===== src/rtl/lockin_demod_accum_pkg.sv =====
// Shared constants for the lock-in chain: accumulator sizing, config width and
// the {hi,lo} lane packing used on the reference and result buses.
package lockin_pkg;

    localparam int DEC_W   = 5;
    localparam int LANE_LO = 0;   // cos on the reference bus, X on the result bus
    localparam int LANE_HI = 1;   // sin on the reference bus, Y on the result bus

    function automatic int acc_width(input int data_w, input int ref_w, input int max_dec);
        return data_w + ref_w + max_dec;
    endfunction

    function automatic int lane_lsb(input int lane, input int width);
        return lane * width;
    endfunction

endpackage


===== src/rtl/lockin_demod_accum_if.sv =====
// Valid-only streams around the demodulator: signal/reference in, {Y,X} out.
interface lockin_demod_accum_if #(
    parameter int DATA_WIDTH = 16,
    parameter int REF_WIDTH  = 16,
    parameter int OUT_WIDTH  = 32
);
    logic [DATA_WIDTH-1:0]  S_AXIS_tdata;
    logic                   S_AXIS_tvalid;
    logic [2*REF_WIDTH-1:0] S_AXIS_REF_tdata;
    logic                   S_AXIS_REF_tvalid;
    logic [2*OUT_WIDTH-1:0] M_AXIS_tdata;
    logic                   M_AXIS_tvalid;

    modport master (
        output S_AXIS_tdata, S_AXIS_tvalid, S_AXIS_REF_tdata, S_AXIS_REF_tvalid,
        input  M_AXIS_tdata, M_AXIS_tvalid
    );

    modport slave (
        input  S_AXIS_tdata, S_AXIS_tvalid, S_AXIS_REF_tdata, S_AXIS_REF_tvalid,
        output M_AXIS_tdata, M_AXIS_tvalid
    );
endinterface


===== src/rtl/lockin_demod_accum_mac.sv =====
// One mixing channel: registered product, period accumulator, closed-period sum,
// then arithmetic shift and saturation into the held output register.
module lockin_mac
    import lockin_pkg::*;
#(
    parameter int DW = 16,
    parameter int RW = 16,
    parameter int AW = 48,
    parameter int OW = 32
)(
    input  logic                 aclk,
    input  logic                 aresetn,
    input  logic                 i_restart,
    input  logic signed [DW-1:0] i_sample,
    input  logic signed [RW-1:0] i_ref,
    input  logic                 i_acc_en,
    input  logic                 i_acc_last,
    input  logic                 i_out_en,
    input  logic [DEC_W-1:0]     i_shift,
    output logic signed [OW-1:0] o_result
);
    localparam int PW = DW + RW;
    localparam logic signed [AW-1:0] SAT_MAX = {{(AW-OW+1){1'b0}}, {(OW-1){1'b1}}};
    localparam logic signed [AW-1:0] SAT_MIN = {{(AW-OW+1){1'b1}}, {(OW-1){1'b0}}};

    logic signed [PW-1:0] r_prod;
    logic signed [AW-1:0] r_acc;
    logic signed [AW-1:0] r_sum;
    logic signed [OW-1:0] r_res;
    logic signed [AW-1:0] w_acc_sum;
    logic signed [AW-1:0] w_shifted;
    logic signed [OW-1:0] w_sat;

    assign w_acc_sum = r_acc + {{(AW-PW){r_prod[PW-1]}}, r_prod};
    assign w_shifted = r_sum >>> i_shift;

    always_comb begin
        w_sat = w_shifted[OW-1:0];
        if (w_shifted > SAT_MAX) begin
            w_sat = SAT_MAX[OW-1:0];
        end else if (w_shifted < SAT_MIN) begin
            w_sat = SAT_MIN[OW-1:0];
        end
    end

    always_ff @(posedge aclk) begin
        if (!aresetn) begin
            r_prod <= '0;
            r_acc  <= '0;
            r_sum  <= '0;
            r_res  <= '0;
        end else begin
            r_prod <= PW'(i_sample) * PW'(i_ref);
            // The closing product lands in r_sum while r_acc restarts empty,
            // so the next period's first product is never lost.
            if (i_restart) begin
                r_acc <= '0;
            end else if (i_acc_en) begin
                if (i_acc_last) begin
                    r_sum <= w_acc_sum;
                    r_acc <= '0;
                end else begin
                    r_acc <= w_acc_sum;
                end
            end
            if (i_out_en) begin
                r_res <= w_sat;
            end
        end
    end

    assign o_result = r_res;
endmodule


===== src/rtl/lockin_demod_accum.sv =====
// Lock-in demodulate-and-average: acceptance, period counting, decimation latch,
// restart handling and the valid pipeline around two lockin_mac channels.
module lockin_demod_accum
    import lockin_pkg::*;
#(
    parameter int DATA_WIDTH   = 16,
    parameter int REF_WIDTH    = 16,
    parameter int MAX_DEC_LOG2 = 16,
    parameter int OUT_WIDTH    = 32
)(
    input  logic                 aclk,
    input  logic                 aresetn,
    lockin_demod_accum_if.slave  axis,
    input  logic [DEC_W-1:0]     cfg_dec_log2,
    input  logic                 cfg_restart,
    output logic [15:0]          sts_mismatch
);
    localparam int AW = acc_width(DATA_WIDTH, REF_WIDTH, MAX_DEC_LOG2);
    localparam int CW = (MAX_DEC_LOG2 > 0) ? MAX_DEC_LOG2 : 1;

    logic [CW-1:0]            r_cnt;
    logic [DEC_W-1:0]         r_dec;
    logic                     r_p1_valid, r_p1_last;
    logic [DEC_W-1:0]         r_p1_dec;
    logic [DATA_WIDTH-1:0]    r_p1_sample;
    logic [2*REF_WIDTH-1:0]   r_p1_ref;
    logic                     r_p2_valid, r_p2_last;
    logic [DEC_W-1:0]         r_p2_dec;
    logic                     r_sum_valid;
    logic [DEC_W-1:0]         r_sum_dec;
    logic                     r_out_valid;
    logic [15:0]              r_mismatch;

    logic                     w_accept;
    logic                     w_mismatch;
    logic [CW-1:0]            w_cnt_cur;
    logic [DEC_W-1:0]         w_cfg_clamped;
    logic [DEC_W-1:0]         w_dec_cur;
    logic [CW:0]              w_mask;
    logic                     w_last;
    logic [2*OUT_WIDTH-1:0]   w_result;

    assign w_accept   = axis.S_AXIS_tvalid & axis.S_AXIS_REF_tvalid;
    assign w_mismatch = axis.S_AXIS_tvalid ^ axis.S_AXIS_REF_tvalid;

    // A restart in the same cycle as an accepted sample makes it sample 1.
    assign w_cnt_cur     = cfg_restart ? '0 : r_cnt;
    assign w_cfg_clamped = (cfg_dec_log2 > DEC_W'(MAX_DEC_LOG2)) ? DEC_W'(MAX_DEC_LOG2) : cfg_dec_log2;
    assign w_dec_cur     = (w_cnt_cur == '0) ? w_cfg_clamped : r_dec;
    assign w_mask        = ((CW+1)'(1) << w_dec_cur) - (CW+1)'(1);
    assign w_last        = ({1'b0, w_cnt_cur} == w_mask);

    always_ff @(posedge aclk) begin
        if (!aresetn) begin
            r_cnt       <= '0;
            r_dec       <= '0;
            r_p1_valid  <= 1'b0;
            r_p1_last   <= 1'b0;
            r_p1_dec    <= '0;
            r_p1_sample <= '0;
            r_p1_ref    <= '0;
            r_p2_valid  <= 1'b0;
            r_p2_last   <= 1'b0;
            r_p2_dec    <= '0;
            r_sum_valid <= 1'b0;
            r_sum_dec   <= '0;
            r_out_valid <= 1'b0;
            r_mismatch  <= '0;
        end else begin
            if (w_accept) begin
                r_cnt <= w_last ? '0 : w_cnt_cur + CW'(1);
                if (w_cnt_cur == '0) begin
                    r_dec <= w_dec_cur;
                end
            end else if (cfg_restart) begin
                r_cnt <= '0;
            end
            r_p1_valid  <= w_accept;
            r_p1_last   <= w_accept & w_last;
            r_p1_dec    <= w_dec_cur;
            r_p1_sample <= axis.S_AXIS_tdata;
            r_p1_ref    <= axis.S_AXIS_REF_tdata;
            r_p2_valid  <= r_p1_valid & ~cfg_restart;
            r_p2_last   <= r_p1_last & ~cfg_restart;
            r_p2_dec    <= r_p1_dec;
            r_sum_valid <= r_p2_valid & r_p2_last & ~cfg_restart;
            if (r_p2_valid && r_p2_last) begin
                r_sum_dec <= r_p2_dec;
            end
            r_out_valid <= r_sum_valid;
            if (w_mismatch && (r_mismatch != 16'hFFFF)) begin
                r_mismatch <= r_mismatch + 16'd1;
            end
        end
    end

    generate
        for (genvar gi = LANE_LO; gi <= LANE_HI; gi++) begin : g_lane
            lockin_mac #(
                .DW (DATA_WIDTH),
                .RW (REF_WIDTH),
                .AW (AW),
                .OW (OUT_WIDTH)
            ) u_mac (
                .aclk       (aclk),
                .aresetn    (aresetn),
                .i_restart  (cfg_restart),
                .i_sample   (r_p1_sample),
                .i_ref      (r_p1_ref[lane_lsb(gi, REF_WIDTH) +: REF_WIDTH]),
                .i_acc_en   (r_p2_valid),
                .i_acc_last (r_p2_last),
                .i_out_en   (r_sum_valid),
                .i_shift    (r_sum_dec),
                .o_result   (w_result[lane_lsb(gi, OUT_WIDTH) +: OUT_WIDTH])
            );
        end
    endgenerate

    assign axis.M_AXIS_tdata  = w_result;
    assign axis.M_AXIS_tvalid = r_out_valid;
    assign sts_mismatch       = r_mismatch;
endmodule


===== src/flat_wrapper.sv =====
// flat-port wrapper written by rule: the top's interface ports become plain ports
module lockin_demod_accum_flat import lockin_pkg::*;
#(
    parameter int DATA_WIDTH   = 16,
    parameter int REF_WIDTH    = 16,
    parameter int MAX_DEC_LOG2 = 16,
    parameter int OUT_WIDTH    = 32
)
  (aclk, aresetn, cfg_dec_log2, cfg_restart, sts_mismatch, axis_S_AXIS_tdata, axis_S_AXIS_tvalid, axis_S_AXIS_REF_tdata, axis_S_AXIS_REF_tvalid, axis_M_AXIS_tdata, axis_M_AXIS_tvalid);
  lockin_demod_accum_if #(.DATA_WIDTH(DATA_WIDTH), .REF_WIDTH(REF_WIDTH), .OUT_WIDTH(OUT_WIDTH)) axis_i ();
  input  logic aclk;
  input  logic aresetn;
  input  logic [DEC_W-1:0] cfg_dec_log2;
  input  logic cfg_restart;
  output logic [15:0] sts_mismatch;
  input wire logic [$bits(axis_i.S_AXIS_tdata)-1:0] axis_S_AXIS_tdata;
  input wire logic [$bits(axis_i.S_AXIS_tvalid)-1:0] axis_S_AXIS_tvalid;
  input wire logic [$bits(axis_i.S_AXIS_REF_tdata)-1:0] axis_S_AXIS_REF_tdata;
  input wire logic [$bits(axis_i.S_AXIS_REF_tvalid)-1:0] axis_S_AXIS_REF_tvalid;
  output wire logic [$bits(axis_i.M_AXIS_tdata)-1:0] axis_M_AXIS_tdata;
  output wire logic [$bits(axis_i.M_AXIS_tvalid)-1:0] axis_M_AXIS_tvalid;
  assign axis_i.S_AXIS_tdata = axis_S_AXIS_tdata;
  assign axis_i.S_AXIS_tvalid = axis_S_AXIS_tvalid;
  assign axis_i.S_AXIS_REF_tdata = axis_S_AXIS_REF_tdata;
  assign axis_i.S_AXIS_REF_tvalid = axis_S_AXIS_REF_tvalid;
  assign axis_M_AXIS_tdata = axis_i.M_AXIS_tdata;
  assign axis_M_AXIS_tvalid = axis_i.M_AXIS_tvalid;
  lockin_demod_accum #(.DATA_WIDTH(DATA_WIDTH), .REF_WIDTH(REF_WIDTH), .MAX_DEC_LOG2(MAX_DEC_LOG2), .OUT_WIDTH(OUT_WIDTH)) u_core (.aclk(aclk), .aresetn(aresetn), .axis(axis_i), .cfg_dec_log2(cfg_dec_log2), .cfg_restart(cfg_restart), .sts_mismatch(sts_mismatch));
endmodule

===== config.mk =====
export PLATFORM = sky130hd
export DESIGN_NAME = lockin_demod_accum_flat
export DESIGN_NICKNAME = d
export VERILOG_FILES = /design/src/rtl/lockin_demod_accum_pkg.sv /design/src/rtl/lockin_demod_accum_if.sv /design/src/rtl/lockin_demod_accum_mac.sv /design/src/rtl/lockin_demod_accum.sv /design/src/flat_wrapper.sv
export SDC_FILE = /design/constraint.sdc
export NUM_CORES = 2
export LEC_CHECK = 0
export ABC_AREA = 1
export CELL_PAD_IN_SITES_DETAIL_PLACEMENT = 2
export CELL_PAD_IN_SITES_GLOBAL_PLACEMENT = 2
export CORE_ASPECT_RATIO = 1.75
export CORE_MARGIN = 2
export CORE_UTILIZATION = 40
export DETAILED_ROUTE_END_ITERATION = 10
export PLACE_DENSITY = 0.91
export SYNTH_ARGS = -nofsm -noshare
export SYNTH_HDL_FRONTEND = slang
export SYNTH_SLANG_ARGS = --single-unit

===== constraint.sdc =====
create_clock -name aclk -period 10.3 [get_ports aclk]
set_input_delay 1.03 -clock aclk [delete_from_list [all_inputs] [get_ports aclk]]
set_output_delay 1.03 -clock aclk [all_outputs]
set_load 0.02 [all_outputs]

==> out/results.txt <==
Outcome: finished, final reports clean
Hold Crit Endpoint: u_core.r_p2_valid
Gpl congestion: 0.911
Max frequency: 116 MHz
Mux contribution to synthesized area: 1.96%
Period utilization: 83.7%
Slack of the worst reg-to-reg path: 1680 ps
Switching power: 0.00371 W
Post-route DRC violation count: 0
Reg-to-Reg End: u_core.g_lane[1].u_mac.r_prod[28]
CP Launch Type: flop
Boundary Pins: 139
Via count: 46,600
RSZ-0062 raised after global routing: no
Area of the multi-input gates: 0.0313 mm2
Worst-path cell chain: buf_4 > nand2_1 > fa_1 > fa_1 > fa_1 > fa_1 > inv_1 > fa_1 > fa_1 > ha_1 > a21oi_1 > inv_1 > a21oi_1 > o221ai_1 > nand2_1 > nand3_1 > nand3_1 > nand2_1 > a31oi_1 > o21ai_0 > a21oi_1
Critical Path RT: 10,920 ps
Max Transition Viols Final: 0
Slew HR: 15.8%
Final core occ: 43.8%
Filler cell count: 13,700
Die height: 455 um
Skew final: 38.0 ps
Post-synthesis simple-gate area fraction: 19.4%
Most used cell, CP: fa_1
Final hold slack: 421 ps
Seq/Total Area, Yosys: 18.4%
CP peak stage delay: 880 ps
Post-Syn Area: 0.0464 mm2
Main combinational cell family by area after synthesis: adder cells
Leakage Power: 27.3 nW
Adder-cell share of the synthesized area: 29.8%
Clk sinks: 426
Fin crit period: 8620 ps
Switching Share: 48.0%
Worst Path Max Fanout: 32
Clk root buf: clkbuf_16
Wirelength per Cell: 28.5 um
Reg clk slew, reported paths: 70 ps
Int Pwr: 0.00402 W
Crit. End Element: flop
Clk buf depth: 3
Post-synth EDFFs: 0
PortBufs: 138
Critical path type: reg2reg
Least-Margin Pin Slew: 1260 ps
DRT Pass-1 Iters: 7
Net Count, Synth: 7,445
Compound-Gate Fraction of Synth Area: 13.9%
Hold-fix buffers, CTS: 0
Number of antenna violations at the first check in global routing: 8
Reg2reg start: u_core.r_p1_sample[10]
Clk pwr share: 25.6%
Largest net degree at the start of global routing: 107
Syn avg cell area: 7.04 um2
Final wirelength: 230,000 um
Die Width: 262 um
Core region area: 0.115 mm2
Initial Utilization: 40.2%
Netlist cell types: 51
CP max stage cell: fa_1
Final setup vio count: 0
Hold path depth: 2
Clock insertion delay at the later pin of the skew report: 700 ps
Count of final hold-check violations: 0
Row count: 165
Dpl hpwl: 169,000 um
Seq. cell area: 0.00854 mm2
Post-route cell area: 0.0506 mm2
Setup tns final: 0 ps
Cts bufs inserted: 48
Area growth syn-to-layout: 8.98%
Crit path DAT: 9250 ps
Ys async rst share: 0%
# H-tree levels: 2
Post-CTS setup buffers: 0
Peak VDD IR: 0.135 mV
Die area: 0.119 mm2
Fraction of layout cells with a size suffix above 1: 2.82%
DR vias/cell: 5.77
R2r worst-path depth: 21
Initial DRC Count: 2,481
Hold_sp: u_core.r_p1_valid
Final net count: 7,375
Final antenna-violating net count: 0
Main flop type after synthesis: dfxtp_1
Mapped Cells: 6,598
Vias in the first global route: 54,600
Reg power frac: 24.0%
HP Class: reg2reg
First-pass GRT wire length: 343,000 um
FF+latch count, synth: 426
Total gr overflow: 0
Placed Area: 0.0489 mm2
Max-Cap Viols: 0
CTS tree: yes
Total GRT Usage: 39.0%
XOR/XNOR share of the synthesized area: 2.38%
Combinational share of power: 50.4%
YS warnings: 0
Post-CTS sizing: 0
Power per standard cell area: 153 mW/mm2
==> final cells by class <==
| cell class | count | area share [%] |
|---|---|---|
| multi-input combinational | 4429 | 61.9 |
| sequential | 426 | 16.9 |
| inverter | 1441 | 10.7 |
| tap | 1503 | 3.72 |
| timing repair buffer | 182 | 3.39 |
| clock buffer | 67 | 2.78 |
| clock inverter | 22 | 0.640 |
| antenna | 4 | 0.0198 |
==> sequential cells by signal, summed over array words and instances (netlist names) <==
signal and count:
u_core.axis.M_AXIS_tvalid 1, u_core.r_p2_last 1, u_core.g_lane.u_mac.o_result 64, u_core.r_sum_dec 5, u_core.r_p1_last 1, u_core.sts_mismatch 16
u_core.g_lane.u_mac.r_acc 96, u_core.r_p1_valid 1, u_core.r_p2_valid 1, u_core.r_dec 5, u_core.r_p1_dec 5, u_core.r_p1_ref 32
u_core.r_cnt 16, u_core.r_sum_valid 1, u_core.g_lane.u_mac.r_sum 96, u_core.r_p2_dec 5, u_core.g_lane.u_mac.r_prod 64, u_core.r_p1_sample 16
==> critical path: cells and delay by family (launching register included) <==
family / cells / cell delay [ps]
AO/OA/AOI/OAI: 6 / 1790
adder cells (fa/ha/maj): 7 / 4470
buffers and inverters: 3 / 830
flip-flops: 1 / 370
AND/OR/NAND/NOR: 5 / 1050
==> placed cells by master (no fill, tap or decap), types with 9 or more instances in the layout <==
cell                n
nand2_1          1563
inv_1            1430
fa_1              526
o21ai_0           525
a21oi_1           486
dfxtp_1           421
nor2_1            299
ha_1              263
nand3_1           143
clkdlybuf4s50_1   137
mux2i_1            91
a31oi_1            83
xor2_1             75
and2_1             51
xnor2_1            51
clkbuf_16          50
buf_4              44
nor3_1             41
nand4_1            32
o21a_1             23
o211ai_1           23
o21ai_1            22
nor4_1             18
or2_2              14
nand2_2            11
a21o_1             11
nand3b_1           10
o21bai_1            9
clkbuf_8            9
==> kinds of logic (layout without fill, tap and decap cells) <==
kind of cell	Yosys count	in the layout
buffers and inverters	1743	1712
DFF	426	426
AOI/OAI and AO/OA	1217	1217
and+or+nand+nor	2206	2206
adders and majority gates	789	789
xor gates and xnor gates	126	126
muxes	91	91
other	0	4
==> per-layer routing <==
layer	vias up	GRT usage (%)	share of wire [%]
met2	1937	70.3	51
li1	20100	-	-
met4	10	37.5	12
met3	1301	10.5	6.0
met5	-	0	0.027
met1	23300	34.3	31
==> power by group through the flow <==
stage | Combinational [W] | Sequential, W | Clock (W)
finish | 0.00390 | 0.00185 | 0.00198
global route | 0.00408 | 0.00186 | 0.00206
CTS | 0.00361 | 0.00185 | 0.00199
detailed placement | 0.00355 | 0.00188 | 0
global placement | 0.00286 | 0.00188 | 0
floorplan | 0.00207 | 0.00183 | 0
==> cell usage after synthesis (3+ instances only) <==
library cell | instances | area (um2)
nand4_1 | 32 | 200
o21bai_1 | 9 | 67.6
nand3_1 | 143 | 716
nor3_1 | 42 | 210
or2_2 | 14 | 87.6
a22oi_1 | 6 | 45.0
fa_1 | 526 | 10500
clkbuf_1 | 246 | 923
nand3b_1 | 10 | 75.1
a211oi_1 | 5 | 37.5
o311ai_0 | 7 | 61.3
a31oi_1 | 83 | 519
mux2i_1 | 91 | 911
dfxtp_1 | 426 | 8530
nor3b_1 | 4 | 30.0
buf_2 | 26 | 130
o21ai_0 | 525 | 2630
and2_1 | 51 | 319
inv_2 | 5 | 18.8
nand2_2 | 10 | 62.6
xnor2_1 | 51 | 447
nor4_1 | 18 | 113
xor2_1 | 75 | 657
buf_1 | 23 | 86.3
o21a_1 | 23 | 173
nor2_1 | 301 | 1130
o21ai_1 | 22 | 110
nand3_2 | 4 | 40.0
o211ai_1 | 23 | 173
inv_1 | 1432 | 5380
a21oi_1 | 486 | 2430
buf_4 | 4 | 30.0
buf_6 | 3 | 33.8
o31ai_1 | 5 | 37.5
nand2_1 | 1565 | 5870
a21o_1 | 11 | 82.6
nand2_4 | 3 | 33.8
o221ai_1 | 3 | 26.3
clkinv_1 | 4 | 15.0
ha_1 | 263 | 3290
a21boi_0 | 4 | 30.0
==> worst max-delay path by stage <==
stage	startpoint	end	slack, ps	depth (start not counted)
after global placement	u_core.r_p1_ref[19]	u_core.g_lane[1].u_mac.r_prod[20]	4080	21
final	u_core.r_p1_sample[10]	u_core.g_lane[1].u_mac.r_prod[28]	1680	21
after floorplan	u_core.r_p1_ref[19]	u_core.g_lane[1].u_mac.r_prod[28]	4570	22
after global routing	u_core.r_p1_sample[10]	u_core.g_lane[1].u_mac.r_prod[28]	1580	21
after CTS	u_core.r_p1_ref[19]	u_core.g_lane[1].u_mac.r_prod[28]	3020	20
after detailed placement	u_core.r_p1_ref[19]	u_core.g_lane[1].u_mac.r_prod[29]	3250	20
==> through the flow <==
| step | setup WS [ps] | total power [W] | cells |
|---|---|---|---|
| after detailed placement | 3250 | 0.00543 | 7981 |
| after global routing | 1580 | 0.00800 | 8071 |
| after global placement | 4080 | 0.00474 | 7981 |
| after CTS | 3020 | 0.00745 | 8070 |
| final | 1680 | 0.00773 | 8074 |
| after floorplan | 4570 | 0.00390 | 6598 |
(Power assumes the default switching activity.)
